**src/rtl/regfile_ctrl_pkg.sv**
```systemverilog
// Shared constants for the scoreboarded register-file controller.
package regfile_ctrl_pkg;

   localparam int unsigned WORD = 32;
   localparam int unsigned NREG = 32;
   localparam int unsigned RIDX = 5;
   localparam int unsigned N_FU = 3;

   localparam int unsigned FU_ALU = 0;
   localparam int unsigned FU_MUL = 1;
   localparam int unsigned FU_LSU = 2;

   // Width of a pointer that can address n requesters (at least one bit).
   function automatic int unsigned ptr_width(input int unsigned n);
      return (n > 1) ? $clog2(n) : 1;
   endfunction

endpackage

```
**src/rtl/regfile_ctrl_rr_arbiter.sv**
```systemverilog
// Combinational round-robin arbiter: grants the first requester at or after ptr,
// scanning upward with wrap. The pointer itself is owned by the caller.
module rr_arbiter
   import regfile_ctrl_pkg::*;
#(
   parameter int unsigned N  = 3,
   parameter int unsigned PW = ptr_width(N)
) (
   input  logic [N-1:0]  req,
   input  logic [PW-1:0] ptr,
   output logic [N-1:0]  grant
);

   int unsigned idx;
   logic        found;

   always_comb begin
      grant = '0;
      found = 1'b0;
      idx   = 0;
      for (int unsigned i = 0; i < N; i++) begin
         idx = (i + 32'(ptr)) % N;
         if (!found && req[idx]) begin
            grant[idx] = 1'b1;
            found      = 1'b1;
         end
      end
   end

endmodule

```
**src/rtl/regfile_ctrl.sv**
```systemverilog
// Issue-side hazard check / reservation and writeback arbitration for the
// scoreboarded register file; one registered writeback stage.
module regfile_ctrl
   import regfile_ctrl_pkg::*;
#(
   parameter int unsigned WORD = regfile_ctrl_pkg::WORD,
   parameter int unsigned NREG = regfile_ctrl_pkg::NREG,
   parameter int unsigned RIDX = regfile_ctrl_pkg::RIDX,
   parameter int unsigned N_FU = regfile_ctrl_pkg::N_FU
) (
   input  logic                 clk,
   input  logic                 rst,
   input  logic                 iss_valid_i,
   input  logic [RIDX-1:0]      iss_rd_i,
   input  logic [RIDX-1:0]      iss_rs1_i,
   input  logic [RIDX-1:0]      iss_rs2_i,
   input  logic                 iss_use_rs1_i,
   input  logic                 iss_use_rs2_i,
   output logic                 iss_ready_o,
   input  logic [NREG-1:0]      w_reserved_i,
   output logic [NREG-1:0]      w_reserve_o,
   output logic [NREG-1:0]      wb_o,
   output logic [WORD-1:0]      wb_data_o,
   input  logic [N_FU-1:0]      fu_valid_i,
   input  logic [N_FU*RIDX-1:0] fu_rd_i,
   input  logic [N_FU*WORD-1:0] fu_data_i,
   output logic [N_FU-1:0]      fu_ready_o,
   output logic                 err_o
);

   localparam int unsigned PW = ptr_width(N_FU);

   logic            raw;
   logic            waw;
   logic [N_FU-1:0] req;
   logic [N_FU-1:0] grant;
   logic [PW-1:0]   ptr;
   logic [PW-1:0]   ptr_next;
   logic [RIDX-1:0] sel_rd;
   logic [WORD-1:0] sel_data;
   logic            granted;

   // ---------------- issue side ----------------
   always_comb begin
      raw = (iss_use_rs1_i && iss_rs1_i != '0 && w_reserved_i[iss_rs1_i]) ||
            (iss_use_rs2_i && iss_rs2_i != '0 && w_reserved_i[iss_rs2_i]);
      waw = (iss_rd_i != '0) && w_reserved_i[iss_rd_i];
      iss_ready_o = !raw && !waw;
   end

   always_comb begin
      w_reserve_o = '0;
      if (rst && iss_valid_i && iss_ready_o && iss_rd_i != '0)
         w_reserve_o[iss_rd_i] = 1'b1;
   end

   // ---------------- writeback arbitration ----------------
   // Gating requests with rst keeps the grant (and thus any state update) quiet in reset.
   assign req = fu_valid_i & {N_FU{rst}};

   rr_arbiter #(
      .N  (N_FU),
      .PW (PW)
   ) u_arb (
      .req   (req),
      .ptr   (ptr),
      .grant (grant)
   );

   assign fu_ready_o = grant;
   assign granted    = |grant;

   always_comb begin
      sel_rd   = '0;
      sel_data = '0;
      ptr_next = ptr;
      for (int unsigned k = 0; k < N_FU; k++) begin
         if (grant[k]) begin
            sel_rd   = fu_rd_i[k*RIDX +: RIDX];
            sel_data = fu_data_i[k*WORD +: WORD];
            ptr_next = PW'((k + 1) % N_FU);
         end
      end
   end

   // ---------------- writeback stage ----------------
   always_ff @(posedge clk or negedge rst) begin
      if (!rst) begin
         ptr       <= '0;
         wb_o      <= '0;
         wb_data_o <= '0;
         err_o     <= 1'b0;
      end else begin
         ptr  <= ptr_next;
         wb_o <= '0;
         if (granted) begin
            wb_data_o <= sel_data;
            if (sel_rd != '0) begin
               wb_o[sel_rd] <= 1'b1;
               if (!w_reserved_i[sel_rd])
                  err_o <= 1'b1;
            end
         end
      end
   end

endmodule

```
**config.mk**
```make
export PLATFORM = sky130hd
export DESIGN_NAME = regfile_ctrl
export DESIGN_NICKNAME = d
export VERILOG_FILES = /design/src/rtl/regfile_ctrl_pkg.sv /design/src/rtl/regfile_ctrl_rr_arbiter.sv /design/src/rtl/regfile_ctrl.sv
export SDC_FILE = /design/constraint.sdc
export NUM_CORES = 1
export LEC_CHECK = 0
export ABC_AREA = 1
export CORE_MARGIN = 2
export CORE_UTILIZATION = 39
export CTS_CLUSTER_SIZE = 8
export DETAILED_ROUTE_END_ITERATION = 7
export PLACE_DENSITY_LB_ADDON = 0.15
export SYNTH_ARGS = -nofsm -noshare
export SYNTH_HDL_FRONTEND = slang
export SYNTH_SLANG_ARGS = --single-unit
```
**constraint.sdc**
```tcl
create_clock -name clk -period 3.05 [get_ports clk]
set_clock_uncertainty 0.2 [all_clocks]
set_input_delay 0.61 -clock clk [delete_from_list [all_inputs] [get_ports clk]]
set_output_delay 0.61 -clock clk [all_outputs]
set_load 0.02 [all_outputs]
```
Word level (Yosys, flattened, before mapping)

Cells that the tools add are included.

Register bits after elaboration: 67
Input bits: 166
Output and inout bits: 101
Word-level logic and storage cells: 94

$add $sub $neg: 2
Divide/modulo/power cells: 3
Order comparisons: 12
Multiplexer cells: 41
Bitwise operators: 4
Reductions and logical operators: 28

Operators with widths:

| cell                  | count |
|---|---|
| $mux 32               | 6 |
| $ge 32x1->1 const B   | 3 |
| $lt 32x3->1 const B   | 3 |
| $mod 32x2->32 const B | 2 |
| $mod 2x2->32 const B  | 1 |
| $lt 5x6->1 const B    | 4 |
| $bmux 1 s5            | 4 |
| $reduce_bool 5->1     | 4 |
| $logic_and 1x1->1     | 16 |
| $mux 5                | 3 |
| $mux 1                | 14 |
| $demux 1 s5           | 2 |
| $ge 5x1->1 const B    | 2 |
| $mux 3                | 3 |
| $bmux 1 s2            | 3 |
| $demux 1 s2           | 3 |
| $mux 2                | 3 |
| $or 3x3->3            | 2 |
| $logic_not 1->1       | 4 |
| $add 1x2->3 const A   | 1 |
| $add 2x2->3 const A   | 1 |
| $and 3x3->3           | 1 |
| $reduce_and 3->1      | 1 |
| $reduce_bool 3->1     | 1 |
| 3 further kinds       | 3 |

Logic depth before layout (Yosys ltp)

Depth after elaboration: 19
Depth in mapped cells: 25
Gate-level depth less buffers: 23

By module

Synthesis repeated with hierarchy kept, for this count alone.

Cells, all modules: 813
Area, all modules: 4,967.3 um2

By module, submodules not included:

| module       | instances | cells each | area an instance (um2) | seq. area each (um2) |
|---|---|---|---|---|
| regfile_ctrl | 1         | 771        | 4,734.5                | 1,676.6 |
| rr_arbiter   | 1         | 42         | 232.7                  | 0.0 |

Least setup slack after synthesis

OpenSTA, ideal clock, no wires.

Kind: in2out
From: input port iss_rs1_i[0]
To: output port w_reserve_o[13]
Data arrival time: 2.394 ns
Required time: 2.240 ns
Setup slack: -0.154 ns
Stages on the path: 13
Buffers on the path: 2
Path through: buf_2 -> inv_2 -> clkbuf_1 -> o21ai_0 -> o211ai_1 -> nand3_1 -> nand2_1 -> or2_1 -> o2111ai_1 -> nand2_1 -> nor2_1 -> nand2_1 -> nor2_1

Longest elaborated chain between the ends: 9
Elaborated cells on any way between the ends: 11
Classes of those cells: mux: 3; reduce/logical: 8

RTL lines:

| item                                                              | RTL line           | RTL |
|---|---|---|
| start, declared                                                   | regfile_ctrl.sv:15 | `input logic [RIDX-1:0] iss_rs1_i,` |
| $bmux 1 s5 or $reduce_bool 5->1 (tied branches)                   | regfile_ctrl.sv:45 | `raw = (iss_use_rs1_i && iss_rs1_i != '0 && w_reserved_i[iss_rs1_i]) \|\|` |
| $mux 1 (implied by the code) or $logic_and 1x1->1 (tied branches) | regfile_ctrl.sv:45 |  |
| $logic_and 1x1->1 (*)                                             | regfile_ctrl.sv:45 |  |
| $logic_or 1x1->1 (*)                                              | regfile_ctrl.sv:45 |  |
| $logic_not 1->1 (*)                                               | regfile_ctrl.sv:48 | `iss_ready_o = !raw && !waw;` |
| $logic_and 1x1->1 (*)                                             | regfile_ctrl.sv:48 |  |
| $logic_and 1x1->1 (*) (2 in series)                               | regfile_ctrl.sv:53 | `if (rst && iss_valid_i && iss_ready_o && iss_rd_i != '0)` |
| $mux 32 (*)                                                       | regfile_ctrl.sv:53 |  |
| end, declared                                                     | regfile_ctrl.sv:21 | `output logic [NREG-1:0] w_reserve_o,` |

Every way passes the cells marked *; elsewhere a longest branch is shown, timed or not. The select of a mux whose other input is x is not followed.

Worst setup path after layout

From: input port w_reserved_i[3]
To: output port w_reserve_o[11]

Longest elaborated chain between the ends: 9
Elaborated cells on any way between the ends: 16
Classes of those cells: mux: 7; reduce/logical: 9

RTL lines:

| item                                        | RTL line                               | RTL |
|---|---|---|
| start, declared                             | regfile_ctrl.sv:20                     | `input logic [NREG-1:0] w_reserved_i,` |
| $bmux 1 s5, on equally long branches        | regfile_ctrl.sv:45, regfile_ctrl.sv:46 |  |
| $mux 1, on equally long branches            | regfile_ctrl.sv:45, regfile_ctrl.sv:46 |  |
| $logic_and 1x1->1, on equally long branches | regfile_ctrl.sv:45, regfile_ctrl.sv:46 |  |
| $logic_or 1x1->1                            | regfile_ctrl.sv:45                     |  |
| $logic_not 1->1                             | regfile_ctrl.sv:48                     |  |
| $logic_and 1x1->1 (*)                       | regfile_ctrl.sv:48                     |  |
| $logic_and 1x1->1 (*) (2 in series)         | regfile_ctrl.sv:53                     |  |
| $mux 32 (*)                                 | regfile_ctrl.sv:53                     |  |

Marked as above.

==> metrics <==
Layout Utilization=0.773; Worst-Skew Late Latency=0.33 ns; Initial Util=0.396; Mean Syn Cell Area=6.60 um^2; DP HPWL=15100 um; num ports=267; CTS tree=done; I/O Buffers=roughly 270; CP Class=in2out; CTS Sinks=67; Worst Tran Pin Value=0.854 ns; Layout area overhead=95.3%; total number of vias=6487; Synth Warn #=0; synthesized flop and latch total=67; fmax=approximately 290 MHz; count leader, synth=nand2_1; Synth Flop Type=dfrtp_1; Cell Rows=40; share of post-route cells with drive strength above 1=0.297; CTS Buf Count=9; Routed WL per cell=between 15 and 20 um; hold path depth=2; Buf/Inv on CP=4; Worst EP required=2.24 ns; Final Slew Violations=0; synthesized area=roughly 4700 um^2; Critical R2R Capture=err_o$_DFFE_PN0P_; failing checks=setup timing; Startpoint Class=primary input; CP startpoint=w_reserved_i[3]; largest cells by area after synthesis=dfrtp_1 36%, nand2_1 18%, nor2_1 9.3%, inv_1 5.5%, o21ai_0 4.5%; DRC viols=0; Seq/Total Area, Yosys=0.357; FF-to-FF Start=ptr[1]$_DFFE_PN0P_; DR iter-0 viols=535; Post-synth top cells=221 x nand2_1, 116 x nor2_1, 69 x inv_1, 67 x dfrtp_1, 42 x o21ai_0; Max stage delay on crit path=roughly 0.31 ns; Die Area=12900 um^2; fill count=~830; DR vias/cell=5.24; outcome=finished with violations; Clock Tree Buf Depth=2; Die Span Y=about 110 um; min Tclk post-route=roughly 3.4 ns; critical-path cell list=clkdlybuf4s15_1 -> inv_2 -> a21oi_1 -> o311ai_1 -> nand2_1 -> or2_1 -> o2111ai_2 -> nand2_2 -> nor2_4 -> buf_6 -> nand2_8 -> nor2_4 -> buf_6; Final Hold Viols=0; Final Net Count=1256; share of the synthesized area in the top cell type=0.357; root buffer selected by CTS=clkbuf_16; Final WS setup=-0.348 ns; r2r worst-path depth=24; total congestion overflow=0; largest net degree at the start of global routing=68; DRT Pass-1 Iters=6; Max-slew headroom=0.431; number of synthesized flops with an enable pin=0; first-pass GRT wire length=31300 um; CP arrival=2.59 ns; CORE AREA=11900 um^2; CP Capture Point=w_reserve_o[11]; ANT nets after route=0; Setup violations, final=32; synthesized netlist cell count=711; number of global-route vias before repair=6114; GRT Resource Usage Total=0.304; cell count along the critical path=13; min-delay worst type=reg2reg; worst IR drop on VDD=between 600 and 700 uV; CP delay by family, top=simple AND/OR/NAND/NOR gates; hold buffers post-CTS=0; Clock Pin Slew Worst Setup and Hold Paths=0.06 ns; chip width=between 100 and 150 um; number of diodes=0; Max Cap Violations=0; RSZ-0062 raised after global routing=yes; PD cells=992 nW/um^2; Slowest cell on crit path=o311ai_1; Post-Place Setup Slack=-1.24 ns; Placer Congestion=1.06; WL final=21000 um; Async SR Flop Fraction=1.00; Critical Path End Type=output port; P_leak=4.14 nW; period utilisation layout=1.11; Synth area leader=dfrtp_1; initial antenna violation count=0; Synth cell types=39; r2r setup slk=0.14 ns; H-tree depth=3; CP max FO=8
registers in the layout, summed over array words and instances (netlist names):
register   flops
wb_data_o     32
wb_o          32
ptr            2
err_o          1
cells by family (layout without fill, tap and decap cells):
group                      Yosys count  in the layout  synth area share
and+or+nand+nor                    408            408             0.372
buffers and inverters              106            485            0.0919
adders and majority gates            4              4            0.0107
DFF                                 67             67             0.357
AOI/OAI and AO/OA                  125            125             0.168
other                                1              2          0.000799
tightest hold or removal path, delay by kind of cell (launching register included):
family                 cells  cell delay, ns
flip-flops                 1            0.35
buffers and inverters      1            0.04
AND/OR/NAND/NOR            1            0.04
routing by layer:
| metal | part of all wire | global-route usage | up-vias |
|---|---|---|---|
| li1 | - | - | 3087 |
| met1 | 0.37 | 0.369 | 2955 |
| met2 | 0.50 | 0.538 | 363 |
| met3 | 0.086 | 0.0547 | 82 |
| met4 | 0.044 | 0.118 | 0 |
| met5 | 0 | 0 | - |
worst min-delay path by stage:
stage          slack [ns]                       end                startpoint
6_report             0.27         err_o$_DFFE_PN0P_         err_o$_DFFE_PN0P_
2_1_floorplan        0.11         err_o$_DFFE_PN0P_                       rst
4_1_cts              0.28         err_o$_DFFE_PN0P_         err_o$_DFFE_PN0P_
3_3_place_gp         0.26         err_o$_DFFE_PN0P_         err_o$_DFFE_PN0P_
5_1_grt              0.30  wb_data_o[3]$_DFFE_PN0P_  wb_data_o[3]$_DFFE_PN0P_
3_5_place_dp         0.26         err_o$_DFFE_PN0P_         err_o$_DFFE_PN0P_
what timing repair did:
| item | CTS | global route |
|---|---|---|
| pin swaps | 22 | 39 |
| gates cloned | 4 | 0 |
| buffers inserted | 21 | 7 |
| resized for setup | 344 | 77 |
| endpoints found under the setup margin | 34 | 82 |
report_power, final:
group / switching [W] / internal [W]
clock: 0.000422 / 0.000647
sequential: 0.000148 / 0.00127
combinational: 0.00386 / 0.00275
layout by cell type (no fill, tap or decap), types with 9 or more instances in the layout:
cell and n:
inv_1 46, nor2_1 72, nand3_1 19, buf_4 113
o21ai_1 23, buf_6 41, clkdlybuf4s50_1 183, dlygate4sd2_1 14
a41oi_1 18, clkbuf_2 15, o21ai_0 26, nand2_1 213
a21oi_1 19, clkbuf_16 9, clkdlybuf4s15_1 9, a22oi_2 10
nor2_2 11, dfrtp_1 67, inv_2 30, nand4_1 26
nor2_4 38
metrics by stage:
step | hold slack, ns | instances | power, W | setup TNS, ns | area, um^2
6_report | 0.267 | 1238 | 0.00910 | -9.50 | 9170
5_1_grt | 0.296 | 1238 | 0.00987 | -12.74 | 9170
4_1_cts | 0.281 | 1231 | 0.00890 | -4.96 | 9040
3_5_place_dp | 0.259 | 1190 | 0.00775 | -43.24 | 8350
3_3_place_gp | 0.257 | 1190 | 0.00766 | -40.09 | 8350
2_1_floorplan | 0.114 | 712 | 0.00520 | -1.15 | 4900
layout make-up:
type	instances	area (um^2)	area share
Timing Repair Buffer	389	3610	0.394
Multi-Input combinational cell	539	3080	0.336
Sequential cell	67	1680	0.183
Inverter	78	298	0.0325
Clock buffer	9	225	0.0246
Tap cell	147	184	0.0201
Clock inverter	7	82.6	0.00901
Timing Repair inverter	2	15.0	0.00164
Power figures use the tool's default switching activity.
